**src/rtl/dmem_pkg.sv**
```systemverilog
// Shared types and constants for the data-memory arbiter.
// Holds the sequencer state encoding and default access geometry.
package dmem_pkg;

    // Sequencer states: one cycle each, unconditional after a grant.
    typedef enum logic [1:0] {
        IDLE   = 2'd0,
        ACCESS = 2'd1,
        RESP   = 2'd2
    } state_t;

    // Default geometry of the attached data memory.
    localparam int DATA_W_DEF    = 64;
    localparam int ADDR_W_DEF    = 64;
    localparam int MEM_BYTES_DEF = 64;

    localparam int BYTES_PER_ACCESS = DATA_W_DEF / 8;
    localparam int MAX_ADDR = MEM_BYTES_DEF - BYTES_PER_ACCESS;

endpackage

```
**src/rtl/rr_arb2.sv**
```systemverilog
// Two-input round-robin grant with its rr_last history bit.
// Ports: clk, reset_n, en (grant allowed), req0/req1 in; gnt, gnt_port out.
module rr_arb2 (
    input  logic clk,
    input  logic reset_n,
    input  logic en,
    input  logic req0,
    input  logic req1,
    output logic gnt,
    output logic gnt_port
);

    // Resets to 1 so port 0 wins the first tie.
    logic rr_last;

    always_comb begin
        gnt      = en & (req0 | req1);
        gnt_port = 1'b0;
        if (req0 & req1) begin
            gnt_port = ~rr_last;
        end else begin
            gnt_port = req1;
        end
    end

    always_ff @(posedge clk or negedge reset_n) begin
        if (!reset_n) begin
            rr_last <= 1'b1;
        end else if (gnt) begin
            rr_last <= gnt_port;
        end
    end

endmodule

```
**src/rtl/dmem_arbiter.sv**
```systemverilog
// Arbiter/sequencer for two requesters sharing the data memory.
// Ports: req/we/addr/wdata per port in; done per port, rdata, err, busy out;
// mem_addr/mem_wdata/mem_read/mem_write to memory, mem_rdata from memory.
module dmem_arbiter
    import dmem_pkg::*;
#(
    parameter int ADDR_W    = ADDR_W_DEF,
    parameter int DATA_W    = DATA_W_DEF,
    parameter int MEM_BYTES = MEM_BYTES_DEF
) (
    input  logic              clk,
    input  logic              reset_n,
    input  logic              req0,
    input  logic              req1,
    input  logic              we0,
    input  logic              we1,
    input  logic [ADDR_W-1:0] addr0,
    input  logic [ADDR_W-1:0] addr1,
    input  logic [DATA_W-1:0] wdata0,
    input  logic [DATA_W-1:0] wdata1,
    output logic              done0,
    output logic              done1,
    output logic [DATA_W-1:0] rdata,
    output logic              err,
    output logic              busy,
    output logic [ADDR_W-1:0] mem_addr,
    output logic [DATA_W-1:0] mem_wdata,
    output logic              mem_read,
    output logic              mem_write,
    input  logic [DATA_W-1:0] mem_rdata
);

    // Highest legal start address; full-width unsigned compare, no wrap.
    localparam logic [ADDR_W-1:0] LAST_OK =
        ADDR_W'(MEM_BYTES - DATA_W / 8);

    state_t state_q;
    state_t state_d;

    logic gnt;
    logic gnt_port;

    logic              cmd_port;
    logic              cmd_we;
    logic [ADDR_W-1:0] cmd_addr;
    logic [DATA_W-1:0] cmd_wdata;
    logic              cmd_ok;

    logic [DATA_W-1:0] rdata_q;
    logic              err_q;

    logic [ADDR_W-1:0] sel_addr;
    logic [DATA_W-1:0] sel_wdata;
    logic              sel_we;

    rr_arb2 u_arb (
        .clk      (clk),
        .reset_n  (reset_n),
        .en       (state_q == IDLE),
        .req0     (req0),
        .req1     (req1),
        .gnt      (gnt),
        .gnt_port (gnt_port)
    );

    assign sel_addr  = gnt_port ? addr1  : addr0;
    assign sel_wdata = gnt_port ? wdata1 : wdata0;
    assign sel_we    = gnt_port ? we1    : we0;

    // State register.
    always_ff @(posedge clk or negedge reset_n) begin
        if (!reset_n) begin
            state_q <= IDLE;
        end else begin
            state_q <= state_d;
        end
    end

    // Next-state logic.
    always_comb begin
        state_d = state_q;
        unique case (state_q)
            IDLE:    state_d = gnt ? ACCESS : IDLE;
            ACCESS:  state_d = RESP;
            RESP:    state_d = IDLE;
            default: state_d = IDLE;
        endcase
    end

    // Command capture; requester inputs are ignored after grant.
    always_ff @(posedge clk or negedge reset_n) begin
        if (!reset_n) begin
            cmd_port  <= 1'b0;
            cmd_we    <= 1'b0;
            cmd_addr  <= '0;
            cmd_wdata <= '0;
            cmd_ok    <= 1'b0;
        end else if (gnt) begin
            cmd_port  <= gnt_port;
            cmd_we    <= sel_we;
            cmd_addr  <= sel_addr;
            cmd_wdata <= sel_wdata;
            cmd_ok    <= (sel_addr <= LAST_OK);
        end
    end

    // Response capture at the end of ACCESS; held through RESP.
    always_ff @(posedge clk or negedge reset_n) begin
        if (!reset_n) begin
            rdata_q <= '0;
            err_q   <= 1'b0;
        end else if (state_q == ACCESS) begin
            rdata_q <= (!cmd_we && cmd_ok) ? mem_rdata : '0;
            err_q   <= !cmd_ok;
        end
    end

    // Outputs. Memory address/data come straight from the command
    // registers so they never follow live requester inputs.
    always_comb begin
        mem_addr  = cmd_addr;
        mem_wdata = cmd_wdata;
        mem_read  = 1'b0;
        mem_write = 1'b0;
        done0     = 1'b0;
        done1     = 1'b0;
        busy      = (state_q != IDLE);
        rdata     = rdata_q;
        err       = err_q;
        unique case (state_q)
            ACCESS: begin
                mem_read  = !cmd_we & cmd_ok;
                mem_write =  cmd_we & cmd_ok;
            end
            RESP: begin
                done0 = !cmd_port;
                done1 =  cmd_port;
            end
            default: ;
        endcase
    end

endmodule
```
**config.mk**
```make
export PLATFORM = sky130hd
export DESIGN_NAME = dmem_arbiter
export DESIGN_NICKNAME = d
export VERILOG_FILES = /design/src/rtl/dmem_pkg.sv /design/src/rtl/rr_arb2.sv /design/src/rtl/dmem_arbiter.sv
export SDC_FILE = /design/constraint.sdc
export NUM_CORES = 1
export LEC_CHECK = 0
export CAP_MARGIN = 10
export CORE_AREA = 2 2 205 207
export DETAILED_ROUTE_END_ITERATION = 12
export DIE_AREA = 0 0 207 209
export SYNTH_ARGS = -nofsm -noshare
export SYNTH_HDL_FRONTEND = slang
export SYNTH_HIERARCHICAL = 1
export SYNTH_SLANG_ARGS = --single-unit
```
**constraint.sdc**
```tcl
create_clock -name clk -period 4.8 [get_ports clk]
set_input_delay 0.96 -clock clk [delete_from_list [all_inputs] [get_ports clk]]
set_output_delay 0.96 -clock clk [all_outputs]
set_load 0.03 [all_outputs]
```
**Yosys cells after proc, flatten, opt, wreduce, memory -nomap -nowiden**

Index checks and enable logic that the tools add are counted.

- Magnitude comparators: 1
- Equality and inequality tests: 2
- Muxes and demuxes: 11
- Bitwise logic cells: 6
- Reduce and logical (&&, ||, !) cells: 6

Operators with widths:

| operator | number |
|---|---|
| two-way mux 64 bit | 3 |
| less-or-equal comparator 64 x 6 -> 1 bit (second input constant) | 1 |
| two-way mux 1 bit | 7 |
| bitwise AND 1 bit | 4 |
| one-hot mux 2 bit (2 select lines) | 1 |
| zero test 1 bit | 3 |
| equality test 2 x 1 -> 1 bit (second input constant) | 1 |
| equality test 2 bit (second input constant) | 1 |
| zero test 2 bit | 1 |
| nonzero test 2 bit | 1 |
| logical AND 1 bit | 1 |
| NOT 1 bit | 1 |
| OR 1 bit | 1 |

- Flip-flop bits (word level): 199

**Longest topological paths before layout**

- Word-level depth: 4
- Gate-level depth with buffers: 8
- Depth with buffers taken out: 7

**Cells and area by module**

Netlist, hierarchy kept.

Modules (own cells, without submodules):

| module | instances | cells an instance | area an instance (µm²) | sequential area each (µm²) |
|---|---|---|---|---|
| dmem_arbiter | 1 | 776 | 8640.8 | 4954.8 |
| rr_arb2 | 1 | 5 | 52.6 | 26.3 |

**Least setup slack after synthesis**

No wires, ideal clock.

- Kind: input port to flip-flop
- Start point: input req1
- End point: register cmd_ok
- Library setup time: 0.080 ns
- Data arrival time: 2.105 ns
- Required time: 4.720 ns
- Slack: 2.615 ns
- Cell stages on the path: 8
- Cells stage by stage: a21boi_0 buf_6 buf_2 mux2i_1 nand2_1 nor3_1 nand3_1 o22ai_2

- Longest elaborated chain between the ends: 4
- Elaborated cells between the ends (all ways): 6
- Classes of those cells: order compare (1); mux (2); bitwise (3)

RTL lines:

| item | line | text |
|---|---|---|
| start, declared | dmem_arbiter.sv:14 | `input logic req1,` |
| bitwise AND 1 bit | rr_arb2.sv:19 | `if (req0 & req1) begin` |
| two-way mux 1 bit | rr_arb2.sv:19 |  |
| two-way mux 64 bit | dmem_arbiter.sv:66 | `assign sel_addr = gnt_port ? addr1 : addr0;` |
| less-or-equal comparator 64 x 6 -> 1 bit | dmem_arbiter.sv:103 | `cmd_ok <= (sel_addr <= LAST_OK);` |
| end signal, assigned | dmem_arbiter.sv:103 |  |
| end, declared | dmem_arbiter.sv:47 | `logic cmd_ok;` |

Several ways; a longest one is shown, not always the timed one.
A chain may end at the register's enable or synchronous reset.

**Final worst setup path**

- Start point: register state_q[1]
- End point: output mem_write

- Longest elaborated chain between the ends: 2

RTL lines:

| item | line | text |
|---|---|---|
| start, declared | dmem_arbiter.sv:37 | `state_t state_q;` |
| start signal, assigned | dmem_arbiter.sv:75 | `state_q <= state_d;` |
| equality test 2 x 1 -> 1 bit | dmem_arbiter.sv:130 | `unique case (state_q)` |
| two-way mux 1 bit | dmem_arbiter.sv:130 |  |
| end, declared | dmem_arbiter.sv:29 | `output logic mem_write,` |

No other way between the ends.

==> summary.log <==
qor: drt.drt-pass1-iter-count 4
qor: floorplan.initial_standard_cell_utilization_of_the_core 21.1%
qor: floorplan.fp.dieArea 0.0433 mm2
qor: clocking.clock_sink_count 199
qor: setup_path.worst_path_cell_chain nand2b_2 > inv_1 > and3_1 > clkdlybuf4s50_1
qor: sta.layout_worst_path_cycle_share 63.2%
qor: clocking.post-cts-setup-buffers 0
qor: power_and_ir_drop.power.density_cell_area 543 mW/mm2
qor: sta.worstMarginPinSlew 0.950 ns
qor: grt.globalRouteTotalUtil 16.5%
qor: sta.setup_repair_after_global_routing_missed_its_margin no
qor: sta.setup_ws 1.76 ns
qor: grt.globalRouteOverflowTotal 0
qor: drt.wl_per_cell 19.7 um
qor: power_and_ir_drop.switchingPower 3.53 mW
qor: power_and_ir_drop.power.share.switching 42.9%
qor: grt.grt_pass1_vias 8397
qor: clocking.clk_pin_slew_worst_paths 0.08 ns
qor: clocking.tritoncts.num_buffers 17
qor: floorplan.io-pin-count 524
qor: drt.initialDrtViolationCount 347
qor: power_and_ir_drop.internal-power 4.69 mW
qor: final_layout.nNetsFinal 1602
qor: run.max-cap-violations 0
qor: setup_path.timing.critical_path.fanout_max 5
qor: logic_synthesis.async_reset_ff_share 100%
qor: drt.vias_per_cell 4.41
qor: sta.timing.final.max_slew_violations 0
qor: grt.grt_first_pass_wirelength 53600 um
qor: sta.timing.slew.headroom 36.6%
qor: floorplan.die_height 209 um
qor: logic_synthesis.synth_top_cell_area_share 57.0%
qor: final_layout.area_growth 74.1%
qor: power_and_ir_drop.vdd_drop_max 0.288 mV
qor: clocking.postCtsHoldBufs 0
qor: sta.fin_crit 3.04 ns
qor: min_path.whs_path_depth 2
qor: logic_synthesis.synth_flop_cell sky130_fd_sc_hd__dfrtp_1
qor: drt.routed-via-count 8075
qor: clocking.cts-htree-levels 4
qor: logic_synthesis.yosysWarnings 6
qor: logic_synthesis.netlist.top_cell.by_area sky130_fd_sc_hd__dfrtp_1
qor: logic_synthesis.post_synth.cell_area_avg 11.1 um2
qor: setup_path.setup.worst_path.start_class flop
qor: logic_synthesis.flop_and_latch_count_out_of_synthesis 199
qor: final_layout.most_frequent_standard_cell_in_the_layout_excluding_fill_and_tap_cells sky130_fd_sc_hd__clkdlybuf4s50_1
qor: setup_path.worstPathArrival 2.08 ns
qor: setup_path.worst_ep_required_time 3.84 ns
qor: floorplan.die_width 207 um
qor: placement.finalWeightedCongestion 0.896
qor: setup_path.worst_path_max_delay_cell sky130_fd_sc_hd__clkdlybuf4s50_1
qor: grt.global_route.peak_usage_layer met2
qor: sta.tns 0 ns
qor: setup_path.cp-end-kind output port
qor: grt.antenna_found_initial 5
qor: placement.port_bufs 523
qor: sta.clock-skew-final 0.00983 ns
qor: grt.grt.met2_usage 27.9%
qor: drt.drcViolationCount 0
qor: status.outcome complete, no violations
qor: power_and_ir_drop.p_comb_share 49.5%
qor: logic_synthesis.ys_top_cells_by_area sky130_fd_sc_hd__dfrtp_1, sky130_fd_sc_hd__mux2i_1, sky130_fd_sc_hd__a21oi_1
qor: power_and_ir_drop.leak_pwr 6.17 nW
qor: logic_synthesis.synth-seq-area-share 57.3%
qor: clocking.clock_latency 0.47 ns
qor: logic_synthesis.syn_area 0.00869 mm2
qor: power_and_ir_drop.power.share.sequential 31.5%
qor: clocking.cts_tree yes
qor: clocking.ctsLongestPathBuffers 2
qor: min_path.timing.hold.worst.class flop to flop
qor: grt.grtUsageMet1 20.3%
qor: drt.routed_wl 36100 um
qor: sta.report.final.hold_viol_count 0
qor: grt.grt_max_degree 95
qor: grt.grt_use_met3 5.06%
qor: final_layout.highest_count_cells_in_the_layout_ignoring_fill_and_taps sky130_fd_sc_hd__clkdlybuf4s50_1, sky130_fd_sc_hd__dfrtp_1, sky130_fd_sc_hd__nor2_1, sky130_fd_sc_hd__a21oi_1, sky130_fd_sc_hd__mux2i_1
qor: power_and_ir_drop.clock_group_share_of_total_power 19.1%
qor: floorplan.core.rowCount 75
qor: setup_path.critPathKind flop to output port
qor: clocking.clock_tree.root_cell sky130_fd_sc_hd__clkbuf_16
qor: clocking.resize_count_post_cts 0
qor: placement.dp.final_hpwl 27600 um
qor: logic_synthesis.post_synth_inst_count 781
qor: sta.achievable-frequency 329 MHz
qor: drt.route.antenna.remaining_nets 0
qor: logic_synthesis.synth_edf_count 0
qor: final_layout.drive_gt1_share 4.27%
qor: floorplan.core_region_area 0.0413 mm2
qor: setup_path.crit_path_max_incr_delay 0.71 ns
qor: sta.finalSetupViolCount 0
qor: placement.placement.setup.worst_slack 1.49 ns
qor: logic_synthesis.synth.lib_cells_used.distinct 36
qor: setup_path.r2r.worst_path.cells 7
qor: logic_synthesis.mappedNetlistNets 1107
-- flip-flops by register name, summed over array words and instances (netlist names) --
signal,cells
mem_addr,64
rdata,64
mem_wdata,64
cmd_ok,1
u_arb/rr_last,1
err,1
cmd_we,1
cmd_port,1
state_q,2
-- metal layers --
metal,vias up,wire length [um]
met4,0,466
met1,3884,15300
met3,23,2520
met2,342,17800
met5,-,0
li1,3826,-
-- final cells by class --
| type | instances | area (um2) |
|---|---|---|
| antenna | 1 | 2.50 |
| clock buffer | 18 | 439 |
| clock inverter | 14 | 176 |
| fill | 4105 | 26200 |
| inverter | 3 | 11.3 |
| multi-input combinational | 519 | 3440 |
| sequential | 199 | 4980 |
| tap | 539 | 674 |
| timing repair buffer | 536 | 5410 |
-- Yosys cell counts, types with 2 or more instances --
| library cell | instances |
|---|---|
| sky130_fd_sc_hd__nor2_1 | 132 |
| sky130_fd_sc_hd__nor3_1 | 10 |
| sky130_fd_sc_hd__mux2i_1 | 129 |
| sky130_fd_sc_hd__nand4_1 | 7 |
| sky130_fd_sc_hd__nand2_1 | 3 |
| sky130_fd_sc_hd__buf_4 | 9 |
| sky130_fd_sc_hd__a21oi_1 | 132 |
| sky130_fd_sc_hd__clkbuf_1 | 24 |
| sky130_fd_sc_hd__inv_1 | 3 |
| sky130_fd_sc_hd__buf_2 | 19 |
| sky130_fd_sc_hd__dfrtp_1 | 198 |
| sky130_fd_sc_hd__buf_1 | 7 |
| sky130_fd_sc_hd__o22ai_1 | 2 |
| sky130_fd_sc_hd__a22o_1 | 64 |
| sky130_fd_sc_hd__o21a_1 | 2 |
| sky130_fd_sc_hd__nor4_1 | 20 |
-- critical path: cells and delay by family (launching register included) --
family | cells | cell delay [ns]
buffers and inverters | 2 | 0.81
flip-flops | 1 | 0.40
AND/OR/NAND/NOR | 2 | 0.39
-- power groups by stage --
stage,Sequential [mW],Clock [mW],Combinational [mW]
2_1_floorplan,3.63,0,1.15
3_3_place_gp,2.59,0,4.08
3_5_place_dp,2.60,0,4.10
4_1_cts,2.59,1.63,4.11
5_1_grt,2.66,1.69,4.34
6_report,2.59,1.57,4.07
-- worst paths after layout --
path / start / endpoint / slack [ns]
setup / recovery: state_q[1]$_DFF_PN0_ / mem_write / 1.76
hold reg to reg: err$_DFFE_PN0P_ / err$_DFFE_PN0P_ / 0.50
setup reg to reg: state_q[0]$_DFF_PN0_ / cmd_ok$_DFFE_PN0P_ / 2.31
min in group asynchronous: reset_n / rdata[48]$_DFFE_PN0P_ / 0.58
hold / removal: err$_DFFE_PN0P_ / err$_DFFE_PN0P_ / 0.50
max in group asynchronous: reset_n / mem_wdata[19]$_DFFE_PN0P_ / 3.22
-- kinds of logic after synthesis --
group / after synthesis / synth area share [%]
AO/OA/AOI/OAI: 205 / 14.8
flip-flops: 199 / 57.3
AND/OR/NAND/NOR: 184 / 9.43
multiplexers: 130 / 15.0
buffers and inverters: 63 / 3.47
-- stage by stage --
stage,hold slack [ns],std cells,power [mW],utilization (%),area [um2]
after floorplan,0.452,781,4.78,-,8690
after global placement,0.463,1796,6.67,35.2,14500
after detailed placement,0.482,1796,6.70,35.2,14500
after CTS,0.511,1828,8.33,36.6,15100
after global routing,0.520,1829,8.69,36.7,15100
final,0.502,1829,8.22,36.7,15100
(Power assumes the default switching activity.)
